File: config.mk
export PLATFORM = sky130hd
export DESIGN_NAME = sap1_accumulator_stage_flat
export DESIGN_NICKNAME = d
export VERILOG_FILES = /design/src/rtl/sap1_accumulator_stage_if.sv /design/src/rtl/sap1_accumulator_stage.sv /design/src/flat_wrapper.sv
export SDC_FILE = /design/constraint.sdc
export NUM_CORES = 1
export LEC_CHECK = 0
export BUFFER_PORTS_ARGS = -buffer_cell sky130_fd_sc_hd__buf_2
export CAP_MARGIN = 20
export CORE_UTILIZATION = 44
export CTS_CLUSTER_DIAMETER = 200
export DETAILED_ROUTE_END_ITERATION = 10
export HOLD_SLACK_MARGIN = 0.1
export PLACE_DENSITY = 0.8
export SLEW_MARGIN = 20
export SYNTH_ARGS = -nofsm -noshare
export SYNTH_HDL_FRONTEND = slang
export SYNTH_SLANG_ARGS = --single-unit
File: constraint.sdc
create_clock -name clk -period 2.04 [get_ports clk]
set_input_delay 0.408 -clock clk [delete_from_list [all_inputs] [get_ports clk]]
set_output_delay 0.408 -clock clk [all_outputs]
set_load 0.02 [all_outputs]
File: src/rtl/sap1_accumulator_stage_if.sv
// Signal bundle between the SAP-1 accumulator stage, the W-bus and the external adder.
// The sub port exists only when SAP1_ACC_SUBTRACT_EN is defined.
interface sap1_accumulator_stage_if #(
  parameter int WIDTH = 8
);
  logic [WIDTH-1:0] bus_in;
  logic             load_a;
  logic             load_b;
  logic             add_start;
  logic             out_en;
  logic [WIDTH-1:0] adder_s;
  logic             adder_carry;
`ifdef SAP1_ACC_SUBTRACT_EN
  logic             sub;
`endif
  logic [WIDTH-1:0] adder_a;
  logic [WIDTH-1:0] adder_b;
  logic [WIDTH-1:0] bus_out;
  logic             bus_drive;
  logic [WIDTH-1:0] acc;
  logic             carry_flag;
  logic             zero_flag;
  logic             busy;
  logic             done;

`ifdef SAP1_ACC_SUBTRACT_EN
  modport master (
    output bus_in, load_a, load_b, add_start, out_en, adder_s, adder_carry, sub,
    input  adder_a, adder_b, bus_out, bus_drive, acc, carry_flag, zero_flag, busy, done
  );
  modport slave (
    input  bus_in, load_a, load_b, add_start, out_en, adder_s, adder_carry, sub,
    output adder_a, adder_b, bus_out, bus_drive, acc, carry_flag, zero_flag, busy, done
  );
`else
  modport master (
    output bus_in, load_a, load_b, add_start, out_en, adder_s, adder_carry,
    input  adder_a, adder_b, bus_out, bus_drive, acc, carry_flag, zero_flag, busy, done
  );
  modport slave (
    input  bus_in, load_a, load_b, add_start, out_en, adder_s, adder_carry,
    output adder_a, adder_b, bus_out, bus_drive, acc, carry_flag, zero_flag, busy, done
  );
`endif
endinterface

File: src/rtl/sap1_accumulator_stage.sv
// SAP-1 operand stage: A/B registers feeding an external adder, 2-cycle add writeback,
// carry/zero flags. Optional subtract mode enabled by defining SAP1_ACC_SUBTRACT_EN.
module sap1_accumulator_stage #(
  parameter int WIDTH = 8
) (
  input logic                     clk,
  input logic                     rst,
  sap1_accumulator_stage_if.slave io
);

  typedef enum logic {
    IDLE = 1'b0,
    EXEC = 1'b1
  } state_e;

  state_e           state_q, state_d;
  logic [WIDTH-1:0] a_q, a_d;
  logic [WIDTH-1:0] b_q, b_d;
  logic             carry_q, carry_d;
  logic             zero_q, zero_d;
  logic             done_q, done_d;
`ifdef SAP1_ACC_SUBTRACT_EN
  logic             sub_q, sub_d;
`endif

  // NOTE: every next-state signal gets its hold value first so no path infers a latch.
  always_comb begin
    state_d = state_q;
    a_d     = a_q;
    b_d     = b_q;
    carry_d = carry_q;
    zero_d  = zero_q;
    done_d  = 1'b0;
`ifdef SAP1_ACC_SUBTRACT_EN
    sub_d   = sub_q;
`endif
    case (state_q)
      IDLE: begin
        if (io.load_a) a_d = io.bus_in;
        if (io.load_b) b_d = io.bus_in;
        // A load in the same cycle as add_start wins; the add request is dropped.
        if (io.add_start && !io.load_a && !io.load_b) begin
          state_d = EXEC;
`ifdef SAP1_ACC_SUBTRACT_EN
          sub_d   = io.sub;
`endif
        end
      end
      EXEC: begin
        a_d     = io.adder_s;
        zero_d  = (io.adder_s == '0);
`ifdef SAP1_ACC_SUBTRACT_EN
        // A + (-0) never carries out, yet subtracting zero never borrows.
        carry_d = io.adder_carry | (sub_q && (b_q == '0));
`else
        carry_d = io.adder_carry;
`endif
        done_d  = 1'b1;
        state_d = IDLE;
      end
      default: state_d = IDLE;
    endcase
  end

  // NOTE: sequential state uses non-blocking assignments so all registers update together.
  always_ff @(posedge clk) begin
    if (rst) begin
      state_q <= IDLE;
      a_q     <= '0;
      b_q     <= '0;
      carry_q <= 1'b0;
      zero_q  <= 1'b0;
      done_q  <= 1'b0;
`ifdef SAP1_ACC_SUBTRACT_EN
      sub_q   <= 1'b0;
`endif
    end else begin
      state_q <= state_d;
      a_q     <= a_d;
      b_q     <= b_d;
      carry_q <= carry_d;
      zero_q  <= zero_d;
      done_q  <= done_d;
`ifdef SAP1_ACC_SUBTRACT_EN
      sub_q   <= sub_d;
`endif
    end
  end

  assign io.adder_a    = a_q;
`ifdef SAP1_ACC_SUBTRACT_EN
  assign io.adder_b    = (state_q == EXEC && sub_q) ? ('0 - b_q) : b_q;
`else
  assign io.adder_b    = b_q;
`endif
  assign io.bus_out    = io.out_en ? a_q : '0;
  assign io.bus_drive  = io.out_en;
  assign io.acc        = a_q;
  assign io.carry_flag = carry_q;
  assign io.zero_flag  = zero_q;
  assign io.busy       = (state_q == EXEC);
  assign io.done       = done_q;

endmodule

File: src/flat_wrapper.sv
// flat-port wrapper written by rule: the top's interface ports become plain ports
module sap1_accumulator_stage_flat 
#(
  parameter int WIDTH = 8
)
  (clk, rst, io_bus_in, io_load_a, io_load_b, io_add_start, io_out_en, io_adder_s, io_adder_carry, io_adder_a, io_adder_b, io_bus_out, io_bus_drive, io_acc, io_carry_flag, io_zero_flag, io_busy, io_done);
  sap1_accumulator_stage_if #(.WIDTH(WIDTH)) io_i ();
  input logic clk;
  input logic rst;
  input wire logic [$bits(io_i.bus_in)-1:0] io_bus_in;
  input wire logic [$bits(io_i.load_a)-1:0] io_load_a;
  input wire logic [$bits(io_i.load_b)-1:0] io_load_b;
  input wire logic [$bits(io_i.add_start)-1:0] io_add_start;
  input wire logic [$bits(io_i.out_en)-1:0] io_out_en;
  input wire logic [$bits(io_i.adder_s)-1:0] io_adder_s;
  input wire logic [$bits(io_i.adder_carry)-1:0] io_adder_carry;
  output wire logic [$bits(io_i.adder_a)-1:0] io_adder_a;
  output wire logic [$bits(io_i.adder_b)-1:0] io_adder_b;
  output wire logic [$bits(io_i.bus_out)-1:0] io_bus_out;
  output wire logic [$bits(io_i.bus_drive)-1:0] io_bus_drive;
  output wire logic [$bits(io_i.acc)-1:0] io_acc;
  output wire logic [$bits(io_i.carry_flag)-1:0] io_carry_flag;
  output wire logic [$bits(io_i.zero_flag)-1:0] io_zero_flag;
  output wire logic [$bits(io_i.busy)-1:0] io_busy;
  output wire logic [$bits(io_i.done)-1:0] io_done;
  assign io_i.bus_in = io_bus_in;
  assign io_i.load_a = io_load_a;
  assign io_i.load_b = io_load_b;
  assign io_i.add_start = io_add_start;
  assign io_i.out_en = io_out_en;
  assign io_i.adder_s = io_adder_s;
  assign io_i.adder_carry = io_adder_carry;
  assign io_adder_a = io_i.adder_a;
  assign io_adder_b = io_i.adder_b;
  assign io_bus_out = io_i.bus_out;
  assign io_bus_drive = io_i.bus_drive;
  assign io_acc = io_i.acc;
  assign io_carry_flag = io_i.carry_flag;
  assign io_zero_flag = io_i.zero_flag;
  assign io_busy = io_i.busy;
  assign io_done = io_i.done;
  sap1_accumulator_stage #(.WIDTH(WIDTH)) u_core (.clk(clk), .rst(rst), .io(io_i));
endmodule
==> results.yml <==
global_route:
  grt_first_pass_wirelength_microns: 3730
  antenna_found_initial: 0
  grt_max_degree: 21
  grt_pass1_vias: 797
  grt-ovfl-total: 0
  track_usage_pct: 20.5
timing:
  rsz0062_at_grt: "no"
  fin_skew_ns: 0.00404
  slew_viol_final: 0
  relSlewSlack_pct: 75.6
  tightest_slew_ns: 0.365
  fin_crit_ns: 1.45
  min_period_over_period_pct: 70.9
  max_freq_ghz: 0.691
  setup_tns_ns: 0
  setup_viol: 0
  hold_viol_final: 0
critical_path:
  r2r-start: "u_core.io.busy"
  start_kind: "flop"
  cp_slowest_cell: "dfxtp_1"
  cp-startpoint: "u_core.io.busy"
  slowest_delay_ns: 0.52
  ff2ff_path_depth: 4
  crit_required_ns: 1.63
  path_max_fanout: 7
  worstPathBufferInverterCount: 1
  path_delay_family: "flip-flops"
  ff2ff_setup_slack_ns: 0.86
  path_cells: "buf_2"
  cp.arrival_ns: 1.04
  worstSetupPathDepth: 1
  end_kind: "output port"
  reg2reg_to: "u_core.io.adder_b[3]"
  crit_end: "io_busy"
  worstSetupPathType: "flop to output port"
place:
  io_buffers: 59
  post-dp-hpwl_microns: 1650
  placed_cell_area_sq_um: 1200
  gp_congestion: 0.762
floorplanning:
  die_y_microns: 48.6
  io-pin-count: 60
  rows: 16
  core_sq_um: 2000
  start_util_pct: 47.8
  dieArea_sq_um: 2360
  die_w_microns: 48.6
cts:
  cts_sinks: 20
  tritoncts: "built"
  cts_inserted_buffers: 3
  cts_setup_buffers: 0
  cts_max_level: 1
  clkTransAtPathRegs_ns: 0.12
  clock_latency_ns: 0.30
  post_cts_resized: 0
  cts-root-buf: "clkbuf_4"
  clock_path_buffers: 2
  hold_buffers: 0
cells_and_area:
  layout_commonest_cell: "buf_2"
  fillers: 181
  layout-drive-gt1-share_pct: 49.7
  final_cell_mix: "buf_2 (59), dfxtp_1 (20), nor2_1 (18), mux2i_1 (16), and2_1 (8)"
  fin_nets: 171
  antenna-diode-count: 0
  syn_to_final_growth_pct: 31.4
  final_area_sq_um: 1260
detailed_routing:
  drt-total-wl_microns: 2250
  avgViaCountPerCell: 4.77
  initialDrtViolationCount: 10
  wl_per_cell_microns: 13.0
  drc: 0
  vias: 830
  drt-pass1-iter-count: 4
  ant_nets: 0
power:
  swShare_pct: 26.8
  switchingPower_mw: 0.255
  ir_drop_mv: 0.400
  p_per_area_nw_per_um2: 758
  p_int_mw: 0.697
  clockPowerShare_pct: 34.2
  combPwrFrac_pct: 20.8
  cellLeakagePower_nw: 0.685
  pwr-share-seq_pct: 45.0
  total_power_mw: 0.952
hold_path:
  hp-class: "input pin to flop"
logic_synthesis:
  yosysUniqueCellTypes: 15
  synth.avg_cell_area_sq_um: 10.1
  synth.cell_area_sq_um: 956
  synth_seq_cells: 20
  syn-num-nets: 118
  seq_area_frac_synth_pct: 41.9
  syn-instance-count: 95
  ys_warn_count: 0
job:
  cap_violations: 0
outcome:
  outcome: "complete, no violations"
cell usage after synthesis, drive strengths merged:
cell    instances  share of area, %
buf            14                11
mux2            7                11
and2            8               5.2
a211oi          1              0.79
nand3           1              0.52
nor2b           4               2.6
and3            1              0.65
nor3            1              0.52
nand2           2              0.79
dfxtp          20                42
nor2           18               7.1
mux2i          16                17
nor4            2               1.3
power groups by stage:
stage	clock (mW)	combinational (mW)	sequential, mW
after floorplan	0	0.114	0.461
after global placement	0	0.195	0.435
after detailed placement	0	0.198	0.436
after CTS	0.330	0.199	0.428
after global routing	0.348	0.213	0.431
final	0.326	0.198	0.428
final cells by class:
cell class | instances | area (sq um) | share of cell area [%]
clock buffer | 3 | 22.5 | 1.79
clock inverter | 1 | 30.0 | 2.39
multi-input combinational | 61 | 452 | 36.0
sequential | 20 | 400 | 31.9
tap | 27 | 33.8 | 2.69
timing repair buffer | 62 | 318 | 25.3
worst min path at each step:
stage	from	end	cells after the start
6_report	io_add_start	u_core.io.busy	2
5_1_grt	io_add_start	u_core.io.busy	2
4_1_cts	io_add_start	u_core.io.busy	2
3_5_place_dp	u_core.io.zero_flag	u_core.io.zero_flag	2
3_3_place_gp	u_core.io.zero_flag	u_core.io.zero_flag	2
2_1_floorplan	u_core.io.zero_flag	u_core.io.zero_flag	2
sequential cells by signal, indices dropped and copies added, names as in the netlist:
signal	count
u_core.io.carry_flag	1
u_core.io.done	1
u_core.io.acc	8
u_core.io.busy	1
u_core.io.adder_b	8
u_core.io.zero_flag	1
per-stage QoR:
stage	hold slack (ns)	instances	setup WS, ns	utilization, %
final	0.329	174	0.594	62.7
after global routing	0.345	174	0.528	62.7
after global placement	0.425	170	0.739	60.1
after detailed placement	0.434	170	0.702	60.1
after floorplan	0.514	95	0.913	-
after CTS	0.331	174	0.592	62.7
layer usage:
metal	wire length, microns	up-vias	share of wire [%]	track usage [%]
li1	-	414	-	-
met1	987	380	44	24.5
met2	1110	34	49	35.9
met3	141	2	6.3	4.09
met4	15	0	0.67	7.35
met5	0	-	0	0
cells by family after synthesis:
group | after synthesis | synth area share [%]
AO/OA/AOI/OAI | 1 | 0.786
AND/OR/NAND/NOR | 37 | 18.7
buffers and inverters | 14 | 10.9
multiplexers | 23 | 27.7
flip-flops | 20 | 41.9
Power figures use the tool's default switching activity.
